==> config.mk <==
export PLATFORM = sky130hd
export DESIGN_NAME = xor_frame_parity
export DESIGN_NICKNAME = d
export VERILOG_FILES = /design/src/rtl/xor_frame_parity_pkg.sv /design/src/rtl/xor_frame_parity_sat_counter.sv /design/src/rtl/xor_frame_parity.sv
export SDC_FILE = /design/constraint.sdc
export NUM_CORES = 1
export LEC_CHECK = 0
export CAP_MARGIN = 40
export CORE_ASPECT_RATIO = 2
export CORE_UTILIZATION = 26
export CTS_CLUSTER_DIAMETER = 100
export DETAILED_ROUTE_END_ITERATION = 7
export GPL_TIMING_DRIVEN = 0
export PLACE_DENSITY = 0.43
export SETUP_SLACK_MARGIN = 0.02
export SYNTH_ARGS = -nofsm -noshare
export SYNTH_HDL_FRONTEND = slang
export SYNTH_HIERARCHICAL = 1
export SYNTH_SLANG_ARGS = --single-unit
==> constraint.sdc <==
create_clock -name clk -period 1.8 [get_ports clk]
set_clock_uncertainty 0.1 [all_clocks]
set_input_delay 0.36 -clock clk [delete_from_list [all_inputs] [get_ports clk]]
set_output_delay 0.36 -clock clk [all_outputs]
set_load 0.02 [all_outputs]
==> src/rtl/xor_frame_parity_pkg.sv <==
// Shared types and helpers for the serial frame parity checker.
package xor_frame_parity_pkg;

    typedef enum logic [1:0] {
        S_DATA   = 2'd0,
        S_PAR    = 2'd1,
        S_REPORT = 2'd2
    } state_t;

    localparam int DEF_DATA_BITS = 8;
    localparam int DEF_CNT_W     = 8;

    function automatic int clog2(input int v);
        int r;
        r = 0;
        while ((1 << r) < v) r++;
        return r;
    endfunction

endpackage

==> src/rtl/xor_frame_parity_sat_counter.sv <==
// Saturating up-counter: sticks at all-ones until reset.
module sat_counter #(
    parameter int W = 8
) (
    input  logic         clk,
    input  logic         rst,
    input  logic         inc,
    output logic [W-1:0] count
);

    always_ff @(posedge clk) begin
        if (rst)
            count <= '0;
        else if (inc && (count != '1))
            count <= count + 1'b1;
    end

endmodule

==> src/rtl/xor_frame_parity.sv <==
// Frames the XOR-stage bit stream, checks trailing parity and
// reports one result at a time over a valid/ready handshake.
module xor_frame_parity
    import xor_frame_parity_pkg::*;
#(
    parameter int DATA_BITS = DEF_DATA_BITS,
    parameter bit ODD       = 1'b0,
    parameter int CNT_W     = DEF_CNT_W
) (
    input  logic             clk,
    input  logic             rst,
    input  logic             in_valid,
    input  logic             in_bit,
    output logic             in_ready,
    output logic             out_valid,
    input  logic             out_ready,
    output logic             out_parity_ok,
    output logic             out_calc_parity,
    output logic [CNT_W-1:0] err_count
);

    localparam int CW =
        (clog2(DATA_BITS) < 1) ? 1 : clog2(DATA_BITS);
    localparam logic [CW-1:0] LAST = CW'(DATA_BITS - 1);

    state_t        state;
    state_t        state_nxt;
    logic          acc;
    logic [CW-1:0] bit_cnt;
    logic          in_fire;
    logic          out_fire;
    logic          frame_bad;

    assign in_fire   = in_valid && in_ready;
    assign out_fire  = out_valid && out_ready;
    assign frame_bad = in_fire && (state == S_PAR) &&
                       ((acc ^ in_bit) != ODD);

    always_ff @(posedge clk) begin
        if (rst)
            state <= S_DATA;
        else
            state <= state_nxt;
    end

    always_comb begin
        state_nxt = state;
        unique case (state)
            S_DATA:
                if (in_fire && (bit_cnt == LAST))
                    state_nxt = S_PAR;
            S_PAR:
                if (in_fire)
                    state_nxt = S_REPORT;
            S_REPORT:
                if (out_fire)
                    state_nxt = S_DATA;
            default:
                state_nxt = S_DATA;
        endcase
    end

    always_comb begin
        in_ready  = (state != S_REPORT);
        out_valid = (state == S_REPORT);
    end

    // bit_cnt parks on the last index until the result is taken
    always_ff @(posedge clk) begin
        if (rst) begin
            acc             <= 1'b0;
            bit_cnt         <= '0;
            out_parity_ok   <= 1'b0;
            out_calc_parity <= 1'b0;
        end else begin
            unique case (state)
                S_DATA:
                    if (in_fire) begin
                        acc <= acc ^ in_bit;
                        if (bit_cnt != LAST)
                            bit_cnt <= bit_cnt + 1'b1;
                    end
                S_PAR:
                    if (in_fire) begin
                        out_calc_parity <= acc ^ ODD;
                        out_parity_ok   <= ((acc ^ in_bit) == ODD);
                    end
                S_REPORT:
                    if (out_fire) begin
                        acc     <= 1'b0;
                        bit_cnt <= '0;
                    end
                default: ;
            endcase
        end
    end

    sat_counter #(.W(CNT_W)) u_err_cnt (
        .clk   (clk),
        .rst   (rst),
        .inc   (frame_bad),
        .count (err_count)
    );

endmodule
After elaboration in Yosys (flattened, before gate mapping)
Index checks and enable logic that the tools add are counted.
{"block": "word_totals", "reg_bits": 16}
{"block": "classes", "addsub": 2, "eq_ne": 11, "mux": 11, "bitwise": 2, "reduce_logical": 12}
{"op": "$ne 2x2->1 const B", "count": 5}
{"op": "$mux 3", "count": 3}
{"op": "$add 8x1->8 const B", "count": 1}
{"op": "$ne 8x8->1 const B", "count": 1}
{"op": "$logic_and 1x1->1", "count": 6}
{"op": "$mux 2", "count": 3}
{"op": "$pmux 2 s3", "count": 1}
{"op": "$pmux 3 s2", "count": 1}
{"op": "$reduce_and 3->1", "count": 2}
{"op": "$reduce_and 4->1", "count": 1}
{"op": "$add 3x1->3 const B", "count": 1}
{"op": "$eq 3x3->1 const B", "count": 1}
{"op": "$ne 3x3->1 const B", "count": 1}
{"op": "$eq 2x1->1 const B", "count": 1}
{"op": "$eq 2x2->1 const B", "count": 1}
{"op": "$logic_not 2->1", "count": 1}
{"op": "$mux 1", "count": 2}
{"op": "$ne 2x1->1 const B", "count": 1}
{"op": "$pmux 1 s2", "count": 1}
{"op": "$reduce_and 2->1", "count": 1}
{"op": "$reduce_bool 2->1", "count": 1}
{"op": "$not 1->1", "count": 1}
{"op": "$xor 1x1->1", "count": 1}

Logic depth before layout (Yosys ltp)
Gate-level depths: netlist (run 1).
{"block": "depth", "depth_word": 5, "ltp_mapped": 6}

Hierarchy
Netlist (run 1), hierarchy kept.
{"mod": "sat_counter", "n_inst": 1, "cells_each": 46, "area_per_inst_um2": 430.4}
{"mod": "xor_frame_parity", "n_inst": 1, "cells_each": 43, "area_per_inst_um2": 414.1}

Worst setup path before layout (run 1)
No wires, ideal clock.
{"block": "synth_timing", "path_type": "register -> register", "from": "register state[1]", "to": "register u_err_cnt.count[3]", "arrival_ns": 1.486, "slack_ns": 0.145, "path_stages_with_launch": 6, "path_buffers": 0, "period_less_slack_ns": 1.655, "cell_sequence": "dfxtp_1 -> nand3b_1 -> nor2_1 -> nand4_1 -> or3_2 -> o21ai_1"}
{"block": "synth_via", "elab_chain_cells": 5, "word_cells_on_any_way": 6}
{"item": "start, declared", "line": "xor_frame_parity.sv:26", "text": "state_t state;"}
{"item": "start signal, assigned", "line": "xor_frame_parity.sv:43", "text": "state <= state_nxt;"}
{"item": "$ne 2x2->1", "line": "xor_frame_parity.sv:64", "text": "in_ready = (state != S_REPORT);"}
{"item": "$logic_and 1x1->1", "line": "xor_frame_parity.sv:34", "text": "assign in_fire = in_valid && in_ready;"}
{"item": "$logic_and 1x1->1 (*) (2 in a row)", "line": "xor_frame_parity.sv:36", "text": "assign frame_bad = in_fire && (state == S_PAR) &&"}
{"item": "named net frame_bad", "line": "xor_frame_parity.sv:32", "text": "logic frame_bad;"}
{"item": "$logic_and 1x1->1 (*)", "line": "xor_frame_parity_sat_counter.sv:14", "text": "else if (inc && (count != '1))"}
{"item": "end signal, assigned", "line": "xor_frame_parity_sat_counter.sv:15", "text": "count <= count + 1'b1;"}
{"item": "end, declared", "line": "xor_frame_parity_sat_counter.sv:8", "text": "output logic [W-1:0] count"}
The timed path passes the listed nets; every way through them passes the cells marked *.
A chain may end at the register's enable or synchronous reset.

Final worst setup path (run 1)
{"block": "layout_timing", "from": "register u_err_cnt.count[5]", "to": "output err_count[5]"}
{"item": "end, declared", "line": "xor_frame_parity.sv:19", "text": "output logic [CNT_W-1:0] err_count"}
No word-level cell between the ends.

==> metrics.md, run 1 <==
| Metric | Value |
|---|---|
| Layout cells sized above 1 | `0.204` |
| Largest net degree at the start of global routing | `16` |
| Starting Density | `0.271` |
| Worst setup path start | `u_err_cnt/count[5]` |
| Congestion Overflow GR | `0` |
| Sequential power share | `0.499` |
| Syn. warnings | `6` |
| Worst path depth | `1` |
| Comb power frac | `0.063` |
| CTS Buf Count | `3` |
| Initial antenna violation count | `0` |
| Post-DP HPWL | `1460 µm` |
| Prevailing post-synth register cell | `dfxtp_1` |
| Total GRT Usage | `0.120` |
| CTS Sinks | `16` |
| Via count of the first global-routing pass | `675` |
| Ant. Diodes | `0` |
| Via density per instance | `5.06` |
| Worst endpoint data arrival time | `1.26 ns` |
| Status | `complete, no violations` |
| CP Class | `flip-flop to output port` |
| Worst path buffer plus inverter count | `1` |
| Core ar. | `3120 µm²` |
| R2R cell count | `5` |
| Max-capacitance violation count | `0` |
| Setup Viol. Count Final | `0` |
| Hold WC Path Type | `flip-flop to flip-flop` |
| Die height | `82.6 µm` |
| RSZ-0062 raised after global routing | `no` |
| Hold Fails Final Rpt | `0` |
| Clk pwr share | `0.438` |
| Hold Startpoint | `bit_cnt[1]` |
| Cell Int Power | `0.000575 W` |
| Worst path required time | `1.34 ns` |
| Final worst slack | `0.0841 ns` |
| PortBufs | `16` |
| Die Wd | `42.3 µm` |
| Mapped Cells | `89` |
| Top Family by Delay on Critical Path | `buffers and inverters` |
| Peak supply drop | `0.385 mV` |
| Crit path time final | `1.72 ns` |
| Post-layout net count | `122` |
| Syn nets | `97` |
| Die area | `3490 µm²` |
| Max-slew headroom | `0.598` |
| Total wire length | `1990 µm` |
| CP cell instances | `clkdlybuf4s50_1` |
| Switching share of power | `0.215` |
| Max Buffers Root-to-Sink | `2` |
| Seq cells post-synth | `16` |
| Seq/Total Area, Yosys | `0.379` |
| H-tree depth | `1` |
| Top Ports | `17` |
| Final Non-Filler Cells | `144` |
| Setup crit start kind | `flip-flop` |
| GP Congestion | `0.771` |
| Pleak | `0.523 nW` |
| Maximum clock rate | `583 MHz` |
| Yosys cell types | `36` |
| Worst reg2reg path startpoint | `state[1]` |
| P_sw | `0.000157 W` |
| Netlist Area Pre-Place | `845 µm²` |
| Hold path cells | `1` |
| Num rows | `29` |
| Final Max Slew Viols | `0` |
| Clock-pin slew on the worst setup and hold paths | `0.07 ns` |
| Post-synth EDFFs | `0` |
| Clk Latency, worst-skew pair | `0.25 ns` |
| Vias | `729` |
| Synth-to-Final Area Change | `35.9%` |
| DR WL/cell | `13.8 µm` |
| First-pass GRT wire length | `3170 µm` |
| Power Density | `638 nW/µm²` |
| Worst path slowest cell | `clkdlybuf4s50_1` |
| CP peak stage delay | `0.62 ns` |
| TritonCTS clock tree | `built` |
| Critical-path maximum fanout | `5` |
| Worst setup EP type | `output port` |
| Root Buffer | `clkbuf_8` |
| Post-Syn Area per Cell | `9.49 µm²` |
| Place WS | `-0.618 ns` |
| DRC | `0` |
| Post-placement cell count | `136` |
| Async set-reset flop share out of synthesis | `0` |
| Pre-antenna DRT Iters | `4` |
| Period utilization | `0.953` |
| Initial DRC Count | `17` |
| Worst Tran Pin Value | `0.603 ns` |
| Antenna viol nets, final | `0` |
| Final core utilization | `0.368` |
==> timing repair <==
item | 4_1_cts | 5_1_grt
cloned | 0 | 0
hold buffers | 0 | 0
gates resized for setup | 12 | 5
setup buffers | 3 | 1
setup endpoints to repair | 17 | 8
pin swaps | 2 | 1
==> final timing paths <==
kind	end	slack (ns)
worst max-delay path	err_count[5]	0.08
worst min register to register	bit_cnt[1]	0.39
worst min-delay path	bit_cnt[1]	0.39
worst max register to register	u_err_cnt/count[3]	0.12
==> area by class of cell <==
cell class / count / area [µm²]
sequential: 16 / 320
tap: 31 / 38.8
clock buffer: 4 / 55.1
timing repair buffer: 20 / 186
multi-input combinational: 66 / 503
inverter: 5 / 21.3
buffer: 2 / 22.5
fill: 330 / 1970
==> kinds of logic after synthesis <==
group           share of synthesized area
simple gates                        0.221
compound gates                      0.203
flops                               0.379
buf+inv                            0.0518
mux                                0.0904
fa+ha+maj                          0.0444
xor+xnor                           0.0104
==> per-stage QoR <==
step	setup TNS, ns	hold WS (ns)	instance area, µm²	total power [W]
after floorplan	0	0.329	845	0.000396
after global placement	-4.45	0.371	1040	0.000417
after detailed placement	-4.55	0.375	1040	0.000418
after CTS	0	0.393	1120	0.000746
after global routing	0	0.420	1150	0.000765
final	0	0.386	1150	0.000732
==> power groups by stage <==
stage | Clock (W) | Combinational (W) | Sequential [W]
6_report | 0.000321 | 0.0000463 | 0.000365
5_1_grt | 0.000347 | 0.0000517 | 0.000367
4_1_cts | 0.000336 | 0.0000450 | 0.000365
3_5_place_dp | 0 | 0.0000448 | 0.000373
3_3_place_gp | 0 | 0.0000439 | 0.000373
2_1_floorplan | 0 | 0.0000239 | 0.000372
==> synth_stat cells (all sizes together), types with 2 or more instances <==
library cell	number	share of area
dfxtp	16	0.38
nand2	8	0.036
nor2	8	0.036
a21oi	7	0.041
inv	5	0.025
mux2i	5	0.059
ha	3	0.044
a211oi	2	0.018
a21boi	2	0.031
a22o	2	0.021
and2b	2	0.019
and4	2	0.021
buf	2	0.027
mux2	2	0.031
nand2b	2	0.024
nand3	2	0.012
nand4	2	0.015
nor3	2	0.012
o21bai	2	0.018
o32ai	2	0.021
==> flip-flops by register name (all words and copies together) (netlist names) <==
signal,flops
acc,1
state,2
out_parity_ok,1
u_err_cnt/count,8
out_calc_parity,1
bit_cnt,3
==> cell usage in the layout (no fill, tap or decap), types with 3 or more instances in the layout <==
master / count
nand2_1: 8
buf_4: 4
clkdlybuf4s50_1: 4
inv_1: 4
dlygate4sd2_1: 9
dlymetal6s2s_1: 3
mux2i_1: 5
ha_1: 3
dfxtp_1: 16
a21oi_1: 7
nor2_1: 7
clkbuf_8: 4
==> per-layer routing <==
metal  share of wire  wire length, µm  up-vias  global-route usage
met5               0                0        -                   0
li1                -                -      373                   -
met2            0.53             1060       14               0.225
met3           0.033               66        4              0.0152
met4           0.024               47        0              0.0875
met1            0.41              814      338               0.118
Note: power is estimated with default switching activity, not from simulation.
==> run 2, diff against run 1 <==
- ABC_AREA: unset -> 0
- HOLD_SLACK_MARGIN: unset -> 0.06
==> results of run 2 <==
Final layout, timing and power as in run 1 (identical DEF).
